==> src/rtl/syn_fifo_pkg.sv <==
// Shared defaults and helper functions for the single-clock FIFO.
// The SYN_FIFO_PARITY_EN build uses even_parity on both write and read paths.
package syn_fifo_pkg;

    localparam int DefaultDataWidth = 8;
    localparam int DefaultAddrWidth = 4;

    // Widest word the parity helper accepts; callers zero-extend into it.
    localparam int ParityMaxWidth = 64;

    // Pointer width for a given depth: one extra MSB separates full from empty.
    function automatic int ptr_width(input int depth);
        return $clog2(depth) + 1;
    endfunction

    // Even parity bit: the XOR of all data bits.
    function automatic logic even_parity(input logic [ParityMaxWidth-1:0] data);
        return ^data;
    endfunction

endpackage

==> src/rtl/syn_fifo_mem.sv <==
// Simple dual-port register-array RAM with one write port and one read port.
// REG_READ=1 registers the read port; REG_READ=0 reads it combinationally.
module syn_fifo_mem #(
    parameter int WIDTH      = 8,
    parameter int ADDR_WIDTH = 4,
    parameter bit REG_READ   = 1'b1
) (
    input  logic                  clk,
    input  logic                  reset_n,
    input  logic                  we,
    input  logic [ADDR_WIDTH-1:0] waddr,
    input  logic [WIDTH-1:0]      wdata,
    input  logic                  re,
    input  logic [ADDR_WIDTH-1:0] raddr,
    output logic [WIDTH-1:0]      rdata
);

    localparam int Depth = 1 << ADDR_WIDTH;

    // Storage is not reset.
    logic [WIDTH-1:0] mem [Depth];

    always_ff @(posedge clk) begin
        if (we) begin
            mem[waddr] <= wdata;
        end
    end

    if (REG_READ) begin : g_reg_read
        logic [WIDTH-1:0] rdata_q;

        always_ff @(posedge clk) begin
            if (!reset_n) begin
                rdata_q <= '0;
            end else if (re) begin
                rdata_q <= mem[raddr];
            end
        end

        assign rdata = rdata_q;
    end else begin : g_comb_read
        logic unused_read_ctrl;

        assign unused_read_ctrl = reset_n ^ re;
        assign rdata            = mem[raddr];
    end

endmodule

==> src/rtl/syn_fifo_ctrl.sv <==
// Parametrised single-clock FIFO: pointers, occupancy, thresholds, sticky errors and
// standard or FWFT read mode. Define SYN_FIFO_PARITY_EN to add a stored parity bit.
module syn_fifo_ctrl
    import syn_fifo_pkg::*;
#(
    parameter int DATA_WIDTH = DefaultDataWidth,
    parameter int ADDR_WIDTH = DefaultAddrWidth,
    parameter int AF_THRESH  = (1 << ADDR_WIDTH) - 2,
    parameter int AE_THRESH  = 2,
    parameter int FWFT       = 0
) (
    input  logic                  clk,
    input  logic                  reset_n,
    input  logic                  wr_en,
    input  logic [DATA_WIDTH-1:0] wr_data,
    input  logic                  rd_en,
    output logic [DATA_WIDTH-1:0] rd_data,
    output logic                  rd_valid,
    output logic                  full,
    output logic                  empty,
    output logic                  almost_full,
    output logic                  almost_empty,
    output logic [ADDR_WIDTH:0]   count,
    output logic                  overflow,
    output logic                  underflow,
    input  logic                  clr_err
`ifdef SYN_FIFO_PARITY_EN
    ,
    output logic                  parity_err
`endif
);

    localparam int DEPTH = 1 << ADDR_WIDTH;
    localparam int PTR_W = ptr_width(DEPTH);

    localparam logic [PTR_W-1:0]    PtrOne   = PTR_W'(1);
    localparam logic [ADDR_WIDTH:0] CntOne   = (ADDR_WIDTH + 1)'(1);
    localparam logic [ADDR_WIDTH:0] DepthCnt = (ADDR_WIDTH + 1)'(DEPTH);
    localparam logic [ADDR_WIDTH:0] AfCnt    = (ADDR_WIDTH + 1)'(AF_THRESH);
    localparam logic [ADDR_WIDTH:0] AeCnt    = (ADDR_WIDTH + 1)'(AE_THRESH);

`ifdef SYN_FIFO_PARITY_EN
    localparam int MEM_W = DATA_WIDTH + 1;
`else
    localparam int MEM_W = DATA_WIDTH;
`endif

    if (!(AE_THRESH > 0 && AE_THRESH < AF_THRESH && AF_THRESH <= DEPTH &&
          DATA_WIDTH > 0 && DATA_WIDTH <= ParityMaxWidth)) begin : g_bad_params
        $fatal(1, "syn_fifo_ctrl: need 0 < AE_THRESH < AF_THRESH <= DEPTH");
    end

    logic [PTR_W-1:0]    wr_ptr_q, wr_ptr_d;
    logic [PTR_W-1:0]    rd_ptr_q, rd_ptr_d;
    logic [ADDR_WIDTH:0] count_q, count_d;
    logic                overflow_q, overflow_d;
    logic                underflow_q, underflow_d;

    logic                wr_acc;
    logic                rd_acc;
    logic [MEM_W-1:0]    mem_wdata;
    logic [MEM_W-1:0]    mem_rdata;

    // Flags come straight from the registered count.
    assign full         = (count_q == DepthCnt);
    assign empty        = (count_q == '0);
    assign almost_full  = (count_q >= AfCnt);
    assign almost_empty = (count_q <= AeCnt);
    assign count        = count_q;
    assign overflow     = overflow_q;
    assign underflow    = underflow_q;

    // Acceptance uses pre-edge state; reset overrides every request.
    assign wr_acc = reset_n && wr_en && !full;
    assign rd_acc = reset_n && rd_en && !empty;

    always_comb begin
        wr_ptr_d = wr_ptr_q;
        rd_ptr_d = rd_ptr_q;
        count_d  = count_q;
        if (wr_acc) begin
            wr_ptr_d = wr_ptr_q + PtrOne;
        end
        if (rd_acc) begin
            rd_ptr_d = rd_ptr_q + PtrOne;
        end
        unique case ({wr_acc, rd_acc})
            2'b10:   count_d = count_q + CntOne;
            2'b01:   count_d = count_q - CntOne;
            default: count_d = count_q;
        endcase
    end

    // A new error event wins over a simultaneous clear.
    always_comb begin
        overflow_d  = overflow_q;
        underflow_d = underflow_q;
        if (clr_err) begin
            overflow_d  = 1'b0;
            underflow_d = 1'b0;
        end
        if (wr_en && full) begin
            overflow_d = 1'b1;
        end
        if (rd_en && empty) begin
            underflow_d = 1'b1;
        end
    end

    always_ff @(posedge clk) begin
        if (!reset_n) begin
            wr_ptr_q    <= '0;
            rd_ptr_q    <= '0;
            count_q     <= '0;
            overflow_q  <= 1'b0;
            underflow_q <= 1'b0;
        end else begin
            wr_ptr_q    <= wr_ptr_d;
            rd_ptr_q    <= rd_ptr_d;
            count_q     <= count_d;
            overflow_q  <= overflow_d;
            underflow_q <= underflow_d;
        end
    end

`ifdef SYN_FIFO_PARITY_EN
    assign mem_wdata = {even_parity(ParityMaxWidth'(wr_data)), wr_data};
`else
    assign mem_wdata = wr_data;
`endif

    syn_fifo_mem #(
        .WIDTH      (MEM_W),
        .ADDR_WIDTH (ADDR_WIDTH),
        .REG_READ   (FWFT == 0)
    ) u_mem (
        .clk     (clk),
        .reset_n (reset_n),
        .we      (wr_acc),
        .waddr   (wr_ptr_q[ADDR_WIDTH-1:0]),
        .wdata   (mem_wdata),
        .re      (rd_acc),
        .raddr   (rd_ptr_q[ADDR_WIDTH-1:0]),
        .rdata   (mem_rdata)
    );

    assign rd_data = mem_rdata[DATA_WIDTH-1:0];

    if (FWFT != 0) begin : g_fwft
        // The head word is always presented; rd_en acknowledges it.
        assign rd_valid = !empty;
    end else begin : g_std
        logic rd_valid_q;

        always_ff @(posedge clk) begin
            if (!reset_n) begin
                rd_valid_q <= 1'b0;
            end else begin
                rd_valid_q <= rd_acc;
            end
        end

        assign rd_valid = rd_valid_q;
    end

`ifdef SYN_FIFO_PARITY_EN
    // The read-side word already follows rd_valid timing in both modes.
    assign parity_err = rd_valid &&
        (mem_rdata[DATA_WIDTH] != even_parity(ParityMaxWidth'(mem_rdata[DATA_WIDTH-1:0])));
`endif

endmodule

==> config.mk <==
export PLATFORM = sky130hd
export DESIGN_NAME = syn_fifo_ctrl
export DESIGN_NICKNAME = d
export VERILOG_FILES = /design/src/rtl/syn_fifo_pkg.sv /design/src/rtl/syn_fifo_mem.sv /design/src/rtl/syn_fifo_ctrl.sv
export SDC_FILE = /design/constraint.sdc
export NUM_CORES = 1
export LEC_CHECK = 0
export BUFFER_PORTS_ARGS = -buffer_cell sky130_fd_sc_hd__clkbuf_2
export CAP_MARGIN = 5
export CORE_ASPECT_RATIO = 1.5
export CORE_UTILIZATION = 54
export CTS_CLUSTER_DIAMETER = 100
export DETAILED_ROUTE_END_ITERATION = 12
export MAX_ROUTING_LAYER = met4
export PLACE_DENSITY = 0.83
export REMOVE_ABC_BUFFERS = 1
export SYNTH_ARGS = -nofsm -noshare
export SYNTH_HDL_FRONTEND = slang
export SYNTH_SLANG_ARGS = --single-unit
==> constraint.sdc <==
create_clock -name clk -period 2.85 [get_ports clk]
set_input_delay 0.57 -clock clk [delete_from_list [all_inputs] [get_ports clk]]
set_output_delay 0.57 -clock clk [all_outputs]
set_load 0.01 [all_outputs]
==> summary.md, run 1 <==
| Metric | Value |
|---|---|
| Run status | `finished, final reports clean` |
| Max Fclk | `0.3803 GHz` |
| Placed Instances | `~550` |
| Initial Utilization | `55.70%` |
| Largest net degree at the start of global routing | `24` |
| Post-layout util | `between 60 and 70%` |
| GRT Total Usage | `between 20 and 30%` |
| Final setup vio count | `0` |
| Antenna violations before repair | `0` |
| Synthesized flop and latch total | `~150` |
| Post-CTS Hold Fix Bufs | `0` |
| Final period util | `~92%` |
| Root buf cell | `clkbuf_16` |
| Mean Syn Cell Area | `roughly 16 µm²` |
| Library cells used by synthesis | `49` |
| Clk_skew | `between 0.007 and 0.008 ns` |
| Worst EP arrival | `between 2 and 3 ns` |
| Detailed-route via count | `around 3.6k` |
| Global route overflow | `0` |
| DP HPWL | `~8300 µm` |
| IO Port Bufs | `32` |
| Worst-skew pair later-pin latency | `around 0.4 ns` |
| Die area | `11910 µm²` |
| DR WL/cell | `approximately 22 µm` |
| Number of DRC markers in iteration 0 | `~360` |
| RSZ-0062 raised after global routing | `no` |
| Dpl ws | `around 0.19 ns` |
| Yosys top cell by area | `edfxtp_1` |
| Synth top area share | `between 60% and 70%` |
| Core ar. | `about 11000 µm²` |
| Register area share after synthesis | `roughly 70%` |
| Setup ws final | `about 0.22 ns` |
| Peak supply drop | `about 0.5 mV` |
| Num rows | `47` |
| Post-Synthesis Cells | `between 300 and 400` |
| Crit end category | `flop` |
| Die W | `about 89 µm` |
| Area delta synth->final | `15.86%` |
| Max Cap Violations | `0` |
| Total negative setup slack | `0 ns` |
| Predominant post-synthesis flop cell | `edfxtp_1` |
| Final nets | `approximately 450` |
| CTS max path bufs | `2` |
| Filler-free cell count of the finished design | `between 500 and 600` |
| Wirelength, routed | `between 10000 and 15000 µm` |
| Delay of the slowest cell on the worst path | `roughly 0.44 ns` |
| Crit path buf inv count | `0` |
| Crit path kind | `reg -> reg` |
| CP startpoint kind | `flop` |
| Kind of cell adding the most delay to the critical path | `simple AND/OR/NAND/NOR gates` |
| TritonCTS clock tree | `built` |
| ANT cells | `0` |
| Post-route ant nets | `0` |
| Die span in y | `approximately 130 µm` |
| R2R Setup Slk | `between 0.2 and 0.25 ns` |
| Crit-path cells | `or3_4 -> o21a_1 -> and2_1 -> ha_1 -> xor2_1 -> ha_1 -> a21oi_1 -> xor2_1 -> or3_1 -> a21oi_1` |
| Crit Path Max Fanout | `7` |
| Async SR Flop Fraction | `0%` |
| Vias in the first global route | `about 3.7k` |
| Worst-margin pin slew | `about 0.76 ns` |
| Share of cells above drive strength 1 | `21.00%` |
| Largest cells by area after synthesis | `edfxtp_1 62%, dfxtp_1 7.8%, mux2i_1 7.8%` |
| Rel. slew slack | `between 40% and 50%` |
| Clock Sinks | `approximately 150` |
| Post-Synthesis Cell Area | `6191 µm²` |
| Slew Limit Fails | `0` |
| # IOs | `33` |
| Final min period | `roughly 2.6 ns` |
| Warning count from the yosys run | `0` |
| Worst hold slack | `0.4551 ns` |
| CTS buffer count | `17` |
| CTS clock-pin slew for the worst setup and hold paths | `roughly 0.06 ns` |
| Htree depth | `4` |
| Cell Pwr Density | `approximately 750 nW/µm²` |
| Worst Hold Class | `in -> reg` |
| Number of synthesized flops with an enable pin | `roughly 130` |
| Vias per std cell | `between 6 and 7` |
| Drt drc | `0` |
| Drt first pass iters | `5` |
| Fillcell total | `~750` |
| Worst endpoint required time | `3.19 ns` |
| Final Hold Viols | `0` |
| Leak pwr | `around 2.4 nW` |
| First-pass GRT wire length | `20110 µm` |
| Routability-driven placement congestion ratio | `0.7675` |
| Critical path's slowest cell | `or3_4` |
## path summary, 6_finish.rpt
path                 start  endpoint  cells past startpoint
setup / recovery  count[0]  count[2]                     10
hold reg to reg   count[4]  count[4]                      2
setup reg to reg  count[0]  count[2]                     10
hold / removal       wr_en  overflow                      3
## worst reg2reg max path, delay by kind of cell (launching register included)
family | cells | cell delay (ns)
AO/OA/AOI/OAI | 3 | 0.58
XOR/XNOR | 2 | 0.26
AND/OR/NAND/NOR | 3 | 0.94
adder cells (fa/ha/maj) | 2 | 0.41
flip-flops | 1 | 0.38
## power breakdown
part / switching [mW] / internal (mW) / leakage [nW]
registers: 0.0503 / 2.46 / 1.35
clock network: 0.848 / 1.60 / 0.309
logic: 0.253 / 0.184 / 0.759
## placed cells by master (no fill, tap or decap), types with 4 or more instances in the layout
cell type  instances
bufinv_16          5
and3_1            15
clkbuf_16         17
mux4_2             8
buf_4             12
clkbuf_2          32
nor2_1            15
edfxtp_1         128
ha_1               8
a31oi_1            4
o21ai_0            7
mux2i_1           48
nor2b_1            6
xor2_1             7
dfxtp_1           23
o22ai_1           21
a21oi_1           14
## synthesized netlist by cell type (4+ instances only)
cell	number
edfxtp_1	128
mux2i_1	48
dfxtp_1	24
o22ai_1	21
and3_1	15
nor2_1	15
a21oi_1	14
buf_2	10
clkbuf_1	8
ha_1	8
mux4_2	8
o21ai_0	7
xor2_1	7
nor2b_1	6
a31oi_1	4
or3_1	4
## flip-flops by register name, summed over array words and instances, names as in the netlist
| name | flops |
|---|---|
| overflow | 1 |
| u_mem.mem | 128 |
| rd_ptr_q | 4 |
| underflow | 1 |
| wr_ptr_q | 4 |
| u_mem.rdata | 8 |
| count | 5 |
| rd_valid | 1 |
## kinds of logic (layout without fill, tap and decap cells)
logic type      after synthesis  after routing  share of synthesized area, %
xor+xnor                      9              9                         1.273
buf+inv                      27             81                         2.405
compound gates               67             67                         7.377
simple gates                 63             63                         5.962
flops                       152            152                         69.85
fa+ha+maj                     8              8                         1.617
mux                          58             58                         11.52
## final cells by class
cell class                 instances  area (µm²)  share of cell area (%)
tap                              147       183.9                   2.564
clock inverter                    11       195.2                   2.721
inverter                           4       15.01                  0.2093
clock buffer                      21       460.4                   6.419
timing repair buffer              45       270.3                   3.768
sequential                       152        4325                   60.30
multi-input combinational        205        1723                   24.02
## per-stage QoR
step / instance area [µm²] / power (mW)
after global routing: 7173 / 5.544
after CTS: 7168 / 5.405
after detailed placement: 6513 / 2.982
after floorplan: 6057 / 2.792
final: 7173 / 5.396
after global placement: 6513 / 2.964
## layer usage
layer | share of wire (%) | GRT usage (%) | vias to the layer above | routed length, µm
met2 | 51 | 39.14 | 181 | 6719
met5 | 0 | - | - | 0
met1 | 37 | 28.31 | 1750 | 4808
met3 | 6.2 | 5.886 | 49 | 813
li1 | - | - | 1601 | -
met4 | 5.8 | 16.58 | 0 | 756
## repair_timing
| action | 4_1_cts | 5_1_grt |
|---|---|---|
| setup endpoints to repair | 0 | 1 |
| buffers inserted | 0 | 0 |
| gates resized for setup | 0 | 1 |
(Power assumes the default switching activity.)
==> run 2: changes to the inputs <==
--- a/config.mk
+++ b/config.mk
@@ -8,11 +8,12 @@
 export BUFFER_PORTS_ARGS = -buffer_cell sky130_fd_sc_hd__clkbuf_2
 export CAP_MARGIN = 5
 export CORE_ASPECT_RATIO = 1.5
+export CORE_MARGIN = 1.5
 export CORE_UTILIZATION = 54
 export CTS_CLUSTER_DIAMETER = 100
 export DETAILED_ROUTE_END_ITERATION = 12
 export MAX_ROUTING_LAYER = met4
-export PLACE_DENSITY = 0.83
+export PLACE_DENSITY_LB_ADDON = 0.12
 export REMOVE_ABC_BUFFERS = 1
 export SYNTH_ARGS = -nofsm -noshare
 export SYNTH_HDL_FRONTEND = slang
==> run 2 against run 1 <==
Net effect: combinational power up 3%; critical path depth unchanged; largest power group unchanged; global-route usage down 1.2 points; count of clock-buffer cells in the layout up 4; critical path type unchanged; final area up 0.40%; via count down 4.3%; wire length down 0.38%; sequential share of layout area down 0.24 points; largest cell class unchanged; sequential power about the same; maximum frequency up 1.2%; worst hold slack worse by 0.015 ns.
==> summary.md, run 2 (same netlist as run 1, synthesis figures left out) <==
| Metric | Value |
|---|---|
| # IOs | `33 (unchanged)` |
| RSZ-0062 raised after global routing | `no` |
| CTS max path bufs | `2 (unchanged)` |
| Rel. slew slack | `45.58% (-3.7 points)` |
| ANT cells | `0 (unchanged)` |
| Peak supply drop | `0.4341 mV (-12%)` |
| Cell Area, Placed | `6538 µm² (+0.38%)` |
| Worst endpoint required time | `3.19 ns (about the same)` |
| Die W | `90.43 µm (+1.1%)` |
| Run status | `finished, final reports clean` |
| DP HPWL | `8621 µm (+3.6%)` |
| Crit end category | `flop` |
| Root buf cell | `clkbuf_16` |
| Wirelength, routed | `13050 µm (-0.38%)` |
| Max Cap Violations | `0 (unchanged)` |
| Drt first pass iters | `4 (-1)` |
| Detailed-route via count | `3427 (-4.3%)` |
| Worst Hold Class | `in -> reg` |
| Reg with most FFs | `u_mem.mem` |
| WHS Path Cells | `3 (unchanged)` |
| Max Fclk | `0.3849 GHz (+1.2%)` |
| Final nets | `446 (unchanged)` |
| Vias per std cell | `5.858 (-4.3%)` |
| Reg-to-reg endpoint | `count[2]` |
| IO Port Bufs | `32 (unchanged)` |
| Core ar. | `11110 µm² (unchanged)` |
| Num rows | `47 (unchanged)` |
| Crit path kind | `reg -> reg` |
| Commonest non-fill, non-tap cell in the layout | `edfxtp_1` |
| Total Power | `5.413 mW (+0.31%)` |
| Area delta synth->final | `16.33%` |
| Antenna violations before repair | `0 (unchanged)` |
| Finished Cell Area | `7202 µm² (+0.40%)` |
| Leak pwr | `2.430 nW (+0.52%)` |
| DR WL/cell | `22.30 µm (-0.38%)` |
| Global route overflow | `0 (unchanged)` |
| Share of cells above drive strength 1 | `20.55% (-0.46 points)` |
| Post-CTS Hold Fix Bufs | `0 (unchanged)` |
| Critical R2R Launch | `count[3]` |
| CTS clock-pin slew for the worst setup and hold paths | `0.06 ns (about the same)` |
| Die area | `12130 µm² (+1.9%)` |
| Final period util | `91.15% (-1.1 points)` |
| Clk_skew | `0.008717 ns (+0.001589 ns)` |
| Clock Sinks | `152 (unchanged)` |
| Crit Path Max Fanout | `7 (unchanged)` |
| Cell Pwr Density | `751.6 nW/µm² (about the same)` |
| Number of flip-flops in the largest register | `128 (unchanged)` |
| CTS buffer count | `17 (unchanged)` |
| Number of DRC markers in iteration 0 | `198 (-44%)` |
| Launch point of the worst hold path | `rd_en` |
| Drt drc | `0 (unchanged)` |
| Worst-margin pin slew | `0.8146 ns (+0.05498 ns)` |
| Htree depth | `4 (unchanged)` |
| GRT Total Usage | `23.89% (-1.2 points)` |
| Area of the multi-input gates | `1722 µm² (about the same)` |
| Worst hold path endpoint | `underflow` |
| Die span in y | `134.1 µm (+0.75%)` |
| Filler-free cell count of the finished design | `585 (unchanged)` |
| First-pass GRT wire length | `20040 µm (-0.38%)` |
| Final setup vio count | `0 (unchanged)` |
| TritonCTS clock tree | `built` |
| Slew Limit Fails | `0 (unchanged)` |
| Routability-driven placement congestion ratio | `0.7541 (-1.7%)` |
| Fillcell total | `809 (+8.3%)` |
| Final Hold Viols | `0 (unchanged)` |
| CP startpoint kind | `flop` |
| Placed Instances | `553 (unchanged)` |
| Most frequent cells in the layout | `128 x edfxtp_1, 48 x mux2i_1, 32 x clkbuf_2` |
| Initial Utilization | `55.70% (unchanged)` |
| Reg2reg path depth | `10 (unchanged)` |
| Final min period | `2.598 ns (-0.03187 ns)` |
| R2R Setup Slk | `0.25 ns (+0.03 ns)` |
| Post-route ant nets | `0 (unchanged)` |
| Vias in the first global route | `3516 (-4.0%)` |
| Reg area | `4325 µm² (unchanged)` |
| Total negative setup slack | `0 ns (unchanged)` |
| Worst EP arrival | `2.94 ns (-0.03 ns)` |
| Largest net degree at the start of global routing | `24 (unchanged)` |
| Worst-skew pair later-pin latency | `0.42 ns (about the same)` |
## run 2: cell count changes in the layout (fill, tap and decap cells not counted), sizes merged
cell      change
clkinv        -3
clkbuf        +4
clkinvlp      -1
## run 2: per-layer routing
metal	global-route usage (%)	vias up	wire, µm
met1	26.13	1719	4912
met2	41.96	92	7205
li1	-	1591	-
met5	-	-	0
met4	10.05	0	390
met3	5.215	25	539
## run 2: final cells by class
class | instances | share of cell area (%)
sequential | 152 | 60.06
multi-input combinational | 205 | 23.91
clock buffer | 25 | 6.880
timing repair buffer | 45 | 4.100
tap | 147 | 2.554
clock inverter | 7 | 2.293
inverter | 4 | 0.2085
## run 2: worst max-delay path, cell delays in order (launching register included)
cell and delay, ns:
dfxtp_1 0.30, or3_1 0.50, o21a_1 0.24, and2_1 0.19, ha_1 0.24, xor2_1 0.15, ha_1 0.19, a21oi_2 0.16
xor2_1 0.09, or3_1 0.31, a21oi_1 0.15
## run 2: timing repair
action | in CTS | in global routing
resized for setup | 0 | 1
buffers inserted | 0 | 0
endpoints found under the setup margin | 0 | 2
## run 2: report_power, final
group | internal (mW) | switching [mW]
combinational | 0.184 | 0.265
clock | 1.65 | 0.817
sequential | 2.46 | 0.0379
total | 4.29 | 1.12
## run 2: worst max-delay path by stage
stage,from,to,slack (ns)
2_1_floorplan,rd_ptr_q[2],u_mem.rdata[2],-0.10
3_3_place_gp,count[3],count[2],0.26
3_5_place_dp,count[3],count[2],0.15
4_1_cts,count[3],count[2],0.14
5_1_grt,count[3],count[2],0.08
6_report,count[3],count[2],0.25
## run 2: per-stage QoR
step	setup slack [ns]	hold slack (ns)	utilization, %
floorplan	-0.1027	0.4999	-
finish	0.2522	0.4399	64.80
CTS	0.1441	0.4305	64.76
global route	0.07507	0.4734	64.80
global placement	0.2640	0.5059	58.82
detailed placement	0.1485	0.5204	58.82
==> run 3: changes to the inputs <==
--- a/config.mk
+++ b/config.mk
@@ -13,7 +13,7 @@
 export CTS_CLUSTER_DIAMETER = 100
 export DETAILED_ROUTE_END_ITERATION = 12
 export MAX_ROUTING_LAYER = met4
-export PLACE_DENSITY_LB_ADDON = 0.12
+export PLACE_DENSITY = 0.81
 export REMOVE_ABC_BUFFERS = 1
 export SYNTH_ARGS = -nofsm -noshare
 export SYNTH_HDL_FRONTEND = slang
==> run 3 against run 2 <==
Net effect: final area decreased by 1.9%; clock power decreased by 18%; wire length decreased by 6.1%; cell count unchanged; largest cell class unchanged; highest routed layer unchanged.
==> summary.md, run 3 (same netlist as run 1, synthesis figures left out) <==
| Metric | Value |
|---|---|
| Run status | `finished, final reports clean` |
| DR WL/cell | `20.93 µm (-6.1%)` |
| Post-route ant nets | `0 (unchanged)` |
| Routability-driven placement congestion ratio | `0.8376 (+11%)` |
| Root buf cell | `clkbuf_16` |
| Vias per std cell | `6.029 (+2.9%)` |
| Htree depth | `4 (unchanged)` |
| Commonest non-fill, non-tap cell in the layout | `edfxtp_1` |
| Num rows | `47 (unchanged)` |
| Number of cells on the critical path | `10 (unchanged)` |
| Critical path's slowest cell | `or3_4` |
| Total negative setup slack | `0 ns (unchanged)` |
| Detailed-route via count | `3527 (+2.9%)` |
| Internal | `3.765 mW (-12%)` |
| Largest net degree at the start of global routing | `26 (+8.3%)` |
| DP HPWL | `8198 µm (-4.9%)` |
| Wirelength, routed | `12250 µm (-6.1%)` |
| Crit path kind | `reg -> reg` |
| Worst setup path endpoint | `count[2]` |
| TritonCTS clock tree | `built` |
| Worst setup path startpoint | `count[0]` |
| Reg with most FFs | `u_mem.mem` |
| Crit path buf inv count | `0 (unchanged)` |
| GRT Total Usage | `22.04% (-1.8 points)` |
| Drt drc | `0 (unchanged)` |
| Clock Sinks | `152 (unchanged)` |
| ANT cells | `0 (unchanged)` |
| Share of cells above drive strength 1 | `21.23% (+0.68 points)` |
| Crit Path Max Fanout | `7 (unchanged)` |
| Sequential share of power | `50.4% (+4.2 points)` |
| Post-cts resize count | `0 (unchanged)` |
| Filler-free cell count of the finished design | `585 (unchanged)` |
| Leak pwr | `2.358 nW (-3.0%)` |
| First-pass GRT wire length | `18910 µm (-5.6%)` |
| Final Hold Viols | `0 (unchanged)` |
| Final nets | `446 (unchanged)` |
| Initial Utilization | `55.70% (unchanged)` |
| Core ar. | `11110 µm² (unchanged)` |
| Critical R2R Launch | `count[0]` |
| Max Cap Violations | `0 (unchanged)` |
| CTS clock-pin slew for the worst setup and hold paths | `0.06 ns (about the same)` |
| Worst endpoint required time | `3.19 ns (about the same)` |
| Area delta synth->final | `14.11%` |
| Max Fclk | `0.3716 GHz (-3.5%)` |
| Die area | `12130 µm² (unchanged)` |
| CP startpoint kind | `flop` |
| Switch share | `24.05% (+3.4 points)` |
| Placed Instances | `553 (unchanged)` |
| Vias in the first global route | `3519 (+0.085%)` |
| Delay of the slowest cell on the worst path | `0.44 ns (-0.06 ns)` |
| Rel. slew slack | `60.72% (+15 points)` |
| Clk_skew | `0.006434 ns (-0.002283 ns)` |
| Worst EP arrival | `3.03 ns (+0.09 ns)` |
| Drt first pass iters | `5 (+1)` |
| Cell Pwr Density | `701.8 nW/µm² (-6.6%)` |
| Peak supply drop | `0.5139 mV (+18%)` |
| Antenna violations before repair | `0 (unchanged)` |
| CTS max path bufs | `2 (unchanged)` |
| Combinational power share | `8.5% (+0.2 points)` |
| P_sw | `1.193 mW (+6.5%)` |
| Total Power | `4.958 mW (-8.4%)` |
| Post-layout util | `63.56% (-1.2 points)` |
| Final setup vio count | `0 (unchanged)` |
| IO Port Bufs | `32 (unchanged)` |
| RSZ-0062 raised after global routing | `no` |
| Worst hold slack | `0.4459 ns (+0.006080 ns)` |
| Clk pwr share | `41.0% (-4.6 points)` |
| Reg2reg path depth | `10 (unchanged)` |
| Slew Limit Fails | `0 (unchanged)` |
| # IOs | `33 (unchanged)` |
| Worst-skew pair later-pin latency | `0.42 ns (about the same)` |
| Final min period | `2.691 ns (+0.09312 ns)` |
| Die W | `90.43 µm (unchanged)` |
| Post-CTS Hold Fix Bufs | `0 (unchanged)` |
| CTS buffer count | `17 (unchanged)` |
| Kind of cell adding the most delay to the critical path | `simple AND/OR/NAND/NOR gates` |
| Worst Hold Class | `in -> reg` |
| Number of DRC markers in iteration 0 | `240 (+21%)` |
| Crit end category | `flop` |
| Die span in y | `134.1 µm (unchanged)` |
| Reg-to-reg endpoint | `count[2]` |
| Worst-margin pin slew | `0.5893 ns (-0.2254 ns)` |
| Final period util | `94.42% (+3.3 points)` |
| Global route overflow | `0 (unchanged)` |
| Number of flip-flops in the largest register | `128 (unchanged)` |
| Most frequent cells in the layout | `128 x edfxtp_1, 48 x mux2i_1, 32 x clkbuf_2` |
| R2R Setup Slk | `0.16 ns (-0.09 ns)` |
| Crit-path cells | `or3_4 -> o21a_1 -> and2_1 -> ha_1 -> xor2_1 -> ha_1 -> a21oi_1 -> xor2_1 -> or3_1 -> a21oi_1` |
| Number of buffers added for setup after CTS | `0 (unchanged)` |
## run 3: cell types whose count changed in the layout (fill, tap and decap cells not counted), moves of 3 or more
cell and delta:
bufinv_16 -5, clkinv_4 +3, clkinvlp_4 +4, clkbuf_1 -4, clkbuf_8 -4, inv_6 +4
## run 3: power by group through the flow
stage / logic (mW) / registers (mW) / clock network [mW]
after floorplan: 0.224 / 2.57 / 0
after global placement: 0.409 / 2.54 / 0
after detailed placement: 0.419 / 2.55 / 0
after CTS: 0.423 / 2.50 / 2.06
after global routing: 0.462 / 2.51 / 2.14
final: 0.423 / 2.50 / 2.03
## run 3: per-layer routing
metal,track usage [%],up-vias,share of wire [%]
met3,5.612,31,5.8
met4,12.35,0,3.9
met2,36.99,146,53
met5,-,-,0
met1,23.79,1755,38
li1,-,1595,-
## run 3: per-stage QoR
step	instance area, µm²	setup slack, ns
6_report	7064	0.1591
5_1_grt	7064	0.01859
4_1_cts	7059	0.1128
3_5_place_dp	6513	0.1265
3_3_place_gp	6513	0.2300
2_1_floorplan	6057	-0.1027
## run 3: how the worst min path moves through the flow
stage | endpoint | startpoint | cells past startpoint
after global placement | count[4] | count[4] | 2
after floorplan | wr_ptr_q[3] | wr_ptr_q[3] | 2
after global routing | overflow | wr_en | 3
after CTS | overflow | wr_en | 3
final | overflow | wr_en | 3
after detailed placement | u_mem.rdata[0] | u_mem.rdata[0] | 2
## run 3: worst reg2reg max path, cell delays in order, from the launching register on
cell     delay, ns
dfxtp_1       0.37
or3_4         0.44
o21a_1        0.21
and2_1        0.18
ha_1          0.22
xor2_1        0.15
ha_1          0.17
a21oi_1       0.26
xor2_1        0.13
or3_1         0.33
a21oi_1       0.15
## run 3: cell type report
| type | instances | area, µm² |
|---|---|---|
| Clock buffer | 17 | 425.4 |
| Timing Repair Buffer | 45 | 270.3 |
| Fill cell | 775 | 4050 |
| Tap cell | 147 | 183.9 |
| Multi-Input combinational cell | 205 | 1723 |
| Inverter | 4 | 15.01 |
| Clock inverter | 15 | 121.4 |
| Sequential cell | 152 | 4325 |
